$ cat src/rtl/rgb_pwm_pkg.sv
// ============================================================================
// Module      : rgb_pwm_pkg
// Description : Shared duty-width constant and PWM period derivation.
// Revision    : 1.0 - initial release
// ============================================================================
`default_nettype none

package rgb_pwm_pkg;

    localparam int c_duty_width = 8;

    // Period in clock cycles for a counter of the given width.
    function automatic int pwm_period(input int width);
        return 1 << width;
    endfunction

endpackage

`default_nettype wire

$ cat src/rtl/rgb_pwm_if.sv
// ============================================================================
// Module      : rgb_pwm_if
// Description : Duty/enable inputs and PWM/period-marker outputs of rgb_pwm.
// Revision    : 1.0 - initial release
// ============================================================================
`default_nettype none

interface rgb_pwm_if #(
    parameter int WIDTH = rgb_pwm_pkg::c_duty_width
);
    logic             enable;
    logic [WIDTH-1:0] duty_r;
    logic [WIDTH-1:0] duty_g;
    logic [WIDTH-1:0] duty_b;
    logic             pwm_r;
    logic             pwm_g;
    logic             pwm_b;
    logic             period_start;

    modport master (
        output enable, duty_r, duty_g, duty_b,
        input  pwm_r, pwm_g, pwm_b, period_start
    );

    modport slave (
        input  enable, duty_r, duty_g, duty_b,
        output pwm_r, pwm_g, pwm_b, period_start
    );
endinterface

`default_nettype wire

$ cat src/rtl/rgb_pwm_channel.sv
// ============================================================================
// Module      : pwm_channel
// Description : One colour channel: shadow/active duty buffering and compare.
// Revision    : 1.0 - initial release
// ============================================================================
`default_nettype none

module pwm_channel #(
    parameter int WIDTH = 8
) (
    input  wire logic             clk,
    input  wire logic             reset,
    input  wire logic             i_enable,
    input  wire logic             i_wrap,
    input  wire logic [WIDTH-1:0] i_count,
    input  wire logic [WIDTH-1:0] i_duty,
    output logic                  o_pwm
);

    logic [WIDTH-1:0] r_shadow;
    logic [WIDTH-1:0] r_active;
    logic             r_pwm;

    // Active duty only moves at the wrap (or while parked) so a period is never cut short.
    always_ff @(posedge clk or negedge reset) begin
        if (!reset) begin
            r_shadow <= '0;
            r_active <= '0;
            r_pwm    <= 1'b0;
        end else begin
            r_shadow <= i_duty;
            if (!i_enable || i_wrap) begin
                r_active <= r_shadow;
            end
            r_pwm <= i_enable && (i_count < r_active);
        end
    end

    assign o_pwm = r_pwm;

endmodule

`default_nettype wire

$ cat src/rtl/rgb_pwm.sv
// ============================================================================
// Module      : rgb_pwm
// Description : Three-channel phase-aligned PWM driver for the R/G/B LED pins.
// Revision    : 1.0 - initial release
// ============================================================================
`default_nettype none

module rgb_pwm
    import rgb_pwm_pkg::*;
#(
    parameter int WIDTH = c_duty_width
) (
    input  wire logic clk,
    input  wire logic reset,
    rgb_pwm_if.slave  bus
);

    localparam int               c_period    = pwm_period(WIDTH);
    localparam logic [WIDTH-1:0] c_count_max = WIDTH'(c_period - 1);

    logic [WIDTH-1:0] r_count;
    logic             r_period_start;
    logic             w_wrap;

    assign w_wrap = bus.enable && (r_count == c_count_max);

    always_ff @(posedge clk or negedge reset) begin
        if (!reset) begin
            r_count        <= '0;
            r_period_start <= 1'b0;
        end else if (bus.enable) begin
            r_count        <= r_count + 1'b1;
            r_period_start <= (r_count == '0);
        end else begin
            r_count        <= '0;
            r_period_start <= 1'b0;
        end
    end

    assign bus.period_start = r_period_start;

    pwm_channel #(.WIDTH(WIDTH)) u_red (
        .clk      (clk),
        .reset    (reset),
        .i_enable (bus.enable),
        .i_wrap   (w_wrap),
        .i_count  (r_count),
        .i_duty   (bus.duty_r),
        .o_pwm    (bus.pwm_r)
    );

    pwm_channel #(.WIDTH(WIDTH)) u_green (
        .clk      (clk),
        .reset    (reset),
        .i_enable (bus.enable),
        .i_wrap   (w_wrap),
        .i_count  (r_count),
        .i_duty   (bus.duty_g),
        .o_pwm    (bus.pwm_g)
    );

    pwm_channel #(.WIDTH(WIDTH)) u_blue (
        .clk      (clk),
        .reset    (reset),
        .i_enable (bus.enable),
        .i_wrap   (w_wrap),
        .i_count  (r_count),
        .i_duty   (bus.duty_b),
        .o_pwm    (bus.pwm_b)
    );

endmodule

`default_nettype wire

$ cat src/flat_wrapper.sv
// flat-port wrapper written by rule: the top's interface ports become plain ports
module rgb_pwm_flat import rgb_pwm_pkg::*;
#(
    parameter int WIDTH = c_duty_width
)
  (clk, reset, bus_enable, bus_duty_r, bus_duty_g, bus_duty_b, bus_pwm_r, bus_pwm_g, bus_pwm_b, bus_period_start);
  rgb_pwm_if #(.WIDTH(WIDTH)) bus_i ();
  input  wire logic clk;
  input  wire logic reset;
  input wire logic [$bits(bus_i.enable)-1:0] bus_enable;
  input wire logic [$bits(bus_i.duty_r)-1:0] bus_duty_r;
  input wire logic [$bits(bus_i.duty_g)-1:0] bus_duty_g;
  input wire logic [$bits(bus_i.duty_b)-1:0] bus_duty_b;
  output wire logic [$bits(bus_i.pwm_r)-1:0] bus_pwm_r;
  output wire logic [$bits(bus_i.pwm_g)-1:0] bus_pwm_g;
  output wire logic [$bits(bus_i.pwm_b)-1:0] bus_pwm_b;
  output wire logic [$bits(bus_i.period_start)-1:0] bus_period_start;
  assign bus_i.enable = bus_enable;
  assign bus_i.duty_r = bus_duty_r;
  assign bus_i.duty_g = bus_duty_g;
  assign bus_i.duty_b = bus_duty_b;
  assign bus_pwm_r = bus_i.pwm_r;
  assign bus_pwm_g = bus_i.pwm_g;
  assign bus_pwm_b = bus_i.pwm_b;
  assign bus_period_start = bus_i.period_start;
  rgb_pwm #(.WIDTH(WIDTH)) u_core (.clk(clk), .reset(reset), .bus(bus_i));
endmodule
$ cat config.mk
export PLATFORM = sky130hd
export DESIGN_NAME = rgb_pwm_flat
export DESIGN_NICKNAME = d
export VERILOG_FILES = /design/src/rtl/rgb_pwm_pkg.sv /design/src/rtl/rgb_pwm_if.sv /design/src/rtl/rgb_pwm_channel.sv /design/src/rtl/rgb_pwm.sv /design/src/flat_wrapper.sv
export SDC_FILE = /design/constraint.sdc
export NUM_CORES = 1
export LEC_CHECK = 0
export CORE_MARGIN = 3
export CORE_UTILIZATION = 45
export CTS_BUF_LIST = sky130_fd_sc_hd__clkbuf_4
export CTS_CLUSTER_SIZE = 20
export DETAILED_ROUTE_END_ITERATION = 10
export PLACE_DENSITY = 0.67
export SLEW_MARGIN = 20
export SYNTH_ARGS = -nofsm -noshare
export SYNTH_HDL_FRONTEND = slang
export SYNTH_SLANG_ARGS = --single-unit
$ cat constraint.sdc
create_clock -name clk -period 4.4 [get_ports clk]
set_input_delay 0.88 -clock clk [delete_from_list [all_inputs] [get_ports clk]]
set_output_delay 0.88 -clock clk [all_outputs]
set_load 0.01 [all_outputs]
Word-level counts from Yosys, hierarchy flattened
Index checks and enable logic that the tools add are counted.
Cells by class
  add/sub/neg operators: 1
  $lt $le $gt $ge: 3
  equal/unequal tests: 1
  muxes and demuxes: 2
  reduce and logical (&&, ||, !) cells: 7
Operators by type and width (number)
  < comparator 8 bit: 3
  adder 8 x 1 -> 8 bit, second input constant: 1
  == test 8 bit, second input constant: 1
  logical NOT 8 bit: 1
  two-way mux 8 bit: 1
  logical AND 1 bit: 4
  logical NOT 1 bit: 1
  logical OR 1 bit: 1
  two-way mux 1 bit: 1
Word-level totals
  register bits after elaboration: 60
  bits of input ports: 27
  output and inout port bits: 4
  logic and storage cells: 25

Depth between registers and ports, before layout
  word-level depth: 3
  depth in mapped cells: 5

Cells and area by module
From an unflattened synthesis, not the netlist that was laid out.
Unflattened totals
  cells, all modules: 220
  area total of the unflattened synthesis: 2628.8 µm²
Modules (own cells, without submodules)
  pwm_channel: times used 3, cells an instance 60, area each 732.0 µm², sequential area each 425.4 µm²
  rgb_pwm: times used 1, cells an instance 40, area each 432.9 µm², sequential area each 225.2 µm²

Least setup slack after synthesis
Ideal clock, no wire load.
  path kind: register to register
  start point: reg u_core.r_count[0]
  end point: reg u_core.u_blue.r_active[0]
  data arrival time: 1471 ps
  setup slack: 2804 ps
  stages on the path, launching flop included: 6
  path buffers: 1
  clock period less this slack: 1596 ps
  cell sequence: dfrtp_1 ha_1 nand4_2 o21ai_4 buf_6 mux2_2
On the way
  longest elaborated chain between the ends: 3
Ends and longest elaborated chain
  start: declaration: line rgb_pwm.sv:21  | logic [WIDTH-1:0] r_count;
  start signal: assignment: line rgb_pwm.sv:32  | r_count <= r_count + 1'b1;
  == test 8 bit: line rgb_pwm.sv:25  | assign w_wrap = bus.enable && (r_count == c_count_max);
  logical AND 1 bit: line rgb_pwm.sv:25
  logical OR 1 bit: line rgb_pwm_channel.sv:32  | if (!i_enable || i_wrap) begin
  end signal: assignment: line rgb_pwm_channel.sv:33  | r_active <= r_shadow;
  end: declaration: line rgb_pwm_channel.sv:21  | logic [WIDTH-1:0] r_active;
Every way passes these cells.
A chain may end at the register's enable or synchronous reset.

Worst setup path after layout
  start point: reg u_core.u_red.r_pwm, in the netlist u_core.u_red.o_pwm
  end point: out bus_pwm_r
RTL lines
  start: declaration: line rgb_pwm_channel.sv:22  | logic r_pwm;
  start signal: assignment: line rgb_pwm_channel.sv:35  | r_pwm <= i_enable && (i_count < r_active);
  end: declaration: line flat_wrapper.sv:14  | output wire logic [$bits(bus_i.pwm_r)-1:0] bus_pwm_r;
No word-level cell between the ends.

==> flow_summary.yaml <==
power_and_ir_drop:
  switching_power_mw: 0.250
  p_comb_share_pct: 11.1
  switching_share_pct: 24.4
  ir_drop_mv: 0.151
  leakage_nw: 1.42
  p_per_area_nw_per_um2: 341
  p_seq_share_pct: 59.4
  p_total_mw: 1.02
  power.internal_mw: 0.774
  pwr-share-clk_pct: 29.5
synth:
  synth_common_cells: "60 x dfrtp_1, 24 x inv_1, 23 x ha_1"
  synth.avg_cell_area_um2: 13.6
  seq_area_frac_synth_pct: 59.3
  synth_nets: 236
  synth_top_cell_area_share_pct: 59.3
  synthArstFlopShare_pct: 100
  synth_area_um2: 2530
  yosysUniqueCellTypes: 30
  yosys_warnings: 0
  synth.most_common_cell: "dfrtp_1"
  synthCells: 186
  synth_edf_count: 0
  yosys.area.top_type: "dfrtp_1"
  synthFlopType: "dfrtp_1"
  synthTopCellsByArea: "dfrtp_1 59%, ha_1 11%, mux2_2 9.8%"
  ys_ff_latch: 60
min_path:
  holdPathEnd: "u_core.u_blue.r_active[3]$_DFFE_PN0P_"
  hold_start: "u_core.u_blue.r_shadow[3]$_DFF_PN0_"
  hold_class: "reg2reg"
  min_path_cells: 1
critical_path:
  start_kind: "register"
  r2r_end: "u_core.u_blue.r_active[4]$_DFFE_PN0P_"
  crit_family: "buffers and inverters"
  r2r-start: "u_core.r_count[1]$_DFF_PN0_"
  crit_chain: "clkdlybuf4s50_1"
  crit_path_max_incr_delay_ns: 0.53
  crit_type: "reg2out"
  cp_max_fo: 1
  arrival_ns: 1.28
  reg2reg_slack_ns: 2.34
  slowest_stage: "clkdlybuf4s50_1"
  crit_buf_inv: 1
  cp.required_ns: 3.52
  reg2reg_depth: 4
  endpoint_kind: "primary output"
run:
  cap_violations: 0
cts:
  cts.sinks: 60
  path_clk_slew_ns: 0.09
  postCtsHoldBufs: 0
  cts_made_buffers: 9
  clk_latency_ns: 0.40
  cts_tree: "yes"
  post_cts_buffers: 0
  htreeDepth: 3
  cts_resized: 0
  clock_path_buffers: 2
  root_buffer: "clkbuf_4"
sta:
  setup_ws_ns: 2.24
  fmax_ghz: 0.463
  slew_headroom_pct: 47.5
  setup_viol: 0
  worstMarginPinSlew_ns: 0.784
  slew_viol_final: 0
  rsz0062_at_grt: "false"
  finalHoldViolations: 0
  setup-tns-final_ns: 0
  layout_min_cycle_time_ns: 2.16
  finClkSkew_ns: 0.0111
  period_share_pct: 49.1
floorplan:
  start_util_pct: 48.0
  fp.dieH_um: 81
  io_pins: 31
  dieArea_um2: 6560
  rows: 26
  core_area_um2: 5270
  die_w_um: 81
route:
  drt_pass1_iterations: 4
  viasPerCell: 4.96
  wl_um: 4050
  drc_errors: 0
  vias: 1489
  post_drt_wl_per_cell_um: 13.5
  drt_iter0_drc: 49
  antenna_left: 0
placed_design:
  place_ws_ns: 1.96
  dp_cells: 285
  place.gp.congestion: 0.772
  port_buffers: 30
  dp_hpwl_um: 2660
layout:
  layout.area.seq_um2: 1500
  drive_gt1_share_pct: 17.4
  fin_cells: 300
  nNetsFinal: 276
  n_antenna_cell: 0
  multi_input_area_um2: 913
  area_growth_pct: 18.5
  fill_cells: 472
global_routing:
  antenna_found_initial: 0
  grt_pass1_wl_um: 7220
  grt_pass1_vias: 1575
  grt_util_all_layers_pct: 15.3
  overflow: 0
  grt_max_degree: 61
outcome:
  status: "finished clean"
==> layout by cell type (no fill, tap or decap), drive strengths merged <==
| cell | count |
|---|---|
| ha | 23 |
| nand4 | 1 |
| a21oi | 5 |
| a211oi | 3 |
| mux2i | 1 |
| xnor2 | 1 |
| nand2 | 4 |
| nor2 | 4 |
| or4 | 1 |
| clkinv | 5 |
| o211ai | 3 |
| inv | 24 |
| nor4 | 1 |
| a2111oi | 3 |
| clkbuf | 11 |
| clkdlybuf4s50 | 29 |
| mux2 | 24 |
| dfrtp | 60 |
| nand2b | 1 |
| nand3 | 3 |
| nor3b | 3 |
| buf | 2 |
| nor2b | 3 |
| o21ai | 6 |
| xor2 | 2 |
| or3 | 2 |
| nor3 | 1 |
| o2111a | 3 |
| and2 | 1 |
==> state kept, by name (all words and copies together), names as in the netlist <==
register,count
u_core.bus.period_start,1
u_core.r_count,8
u_core.u_blue.o_pwm,1
u_core.u_blue.r_active,8
u_core.u_blue.r_shadow,8
u_core.u_green.o_pwm,1
u_core.u_green.r_active,8
u_core.u_green.r_shadow,8
u_core.u_red.o_pwm,1
u_core.u_red.r_active,8
u_core.u_red.r_shadow,8
==> logic make-up (layout without fill, tap and decap cells) <==
kind of cell | count (synthesis) | count (layout) | share of synthesized area [%]
xor+xnor | 3 | 3 | 1.04
fa+ha+maj | 23 | 23 | 11.4
simple gates | 25 | 25 | 5.83
flops | 60 | 60 | 59.3
compound gates | 23 | 23 | 6.77
mux | 25 | 25 | 11.1
buf+inv | 27 | 71 | 4.60
==> cell type report <==
class / instances / share of cell area, %
multi-input cells: 99 / 30.5
well taps: 70 / 2.92
flip-flops and latches: 60 / 50.1
repair buffers: 31 / 10.1
clock buffers: 11 / 2.75
inverters: 25 / 3.13
clock inverters: 4 / 0.584
==> power groups by stage <==
| stage | logic [mW] | clock network, mW | registers [mW] |
|---|---|---|---|
| floorplan | 0.0648 | 0 | 0.614 |
| global placement | 0.113 | 0 | 0.619 |
| detailed placement | 0.116 | 0 | 0.619 |
| CTS | 0.118 | 0.320 | 0.608 |
| global route | 0.132 | 0.350 | 0.613 |
| finish | 0.114 | 0.302 | 0.608 |
==> metrics by stage <==
step	area [µm²]	util [%]	hold WS (ns)
finish	3000	56.9	0.468
global placement	2900	55.0	0.452
floorplan	2530	-	0.439
CTS	3000	56.9	0.471
global route	3000	56.9	0.491
detailed placement	2900	55.0	0.452
==> layer usage <==
metal  global-route usage (%)  part of all wire [%]  up-vias
li1                         -                     -      728
met1                     18.1                    46      719
met2                     22.2                    45       30
met3                     8.31                   6.4       12
met4                     8.28                   2.6        0
met5                        0                     0        -
==> worst max-delay path by stage <==
stage	startpoint	to	slack [ns]	cells after the start
2_1_floorplan	u_core.r_count[0]$_DFF_PN0_	u_core.u_blue.r_active[0]$_DFFE_PN0P_	2.80	5
3_3_place_gp	bus_enable	u_core.u_blue.o_pwm$_DFF_PN0_	2.02	3
3_5_place_dp	bus_enable	u_core.u_blue.o_pwm$_DFF_PN0_	1.96	3
4_1_cts	u_core.u_red.o_pwm$_DFF_PN0_	bus_pwm_r	2.20	1
5_1_grt	u_core.r_count[0]$_DFF_PN0_	u_core.u_green.r_active[1]$_DFFE_PN0P_	2.13	4
6_report	u_core.u_red.o_pwm$_DFF_PN0_	bus_pwm_r	2.24	1
Power figures use the tool's default switching activity.
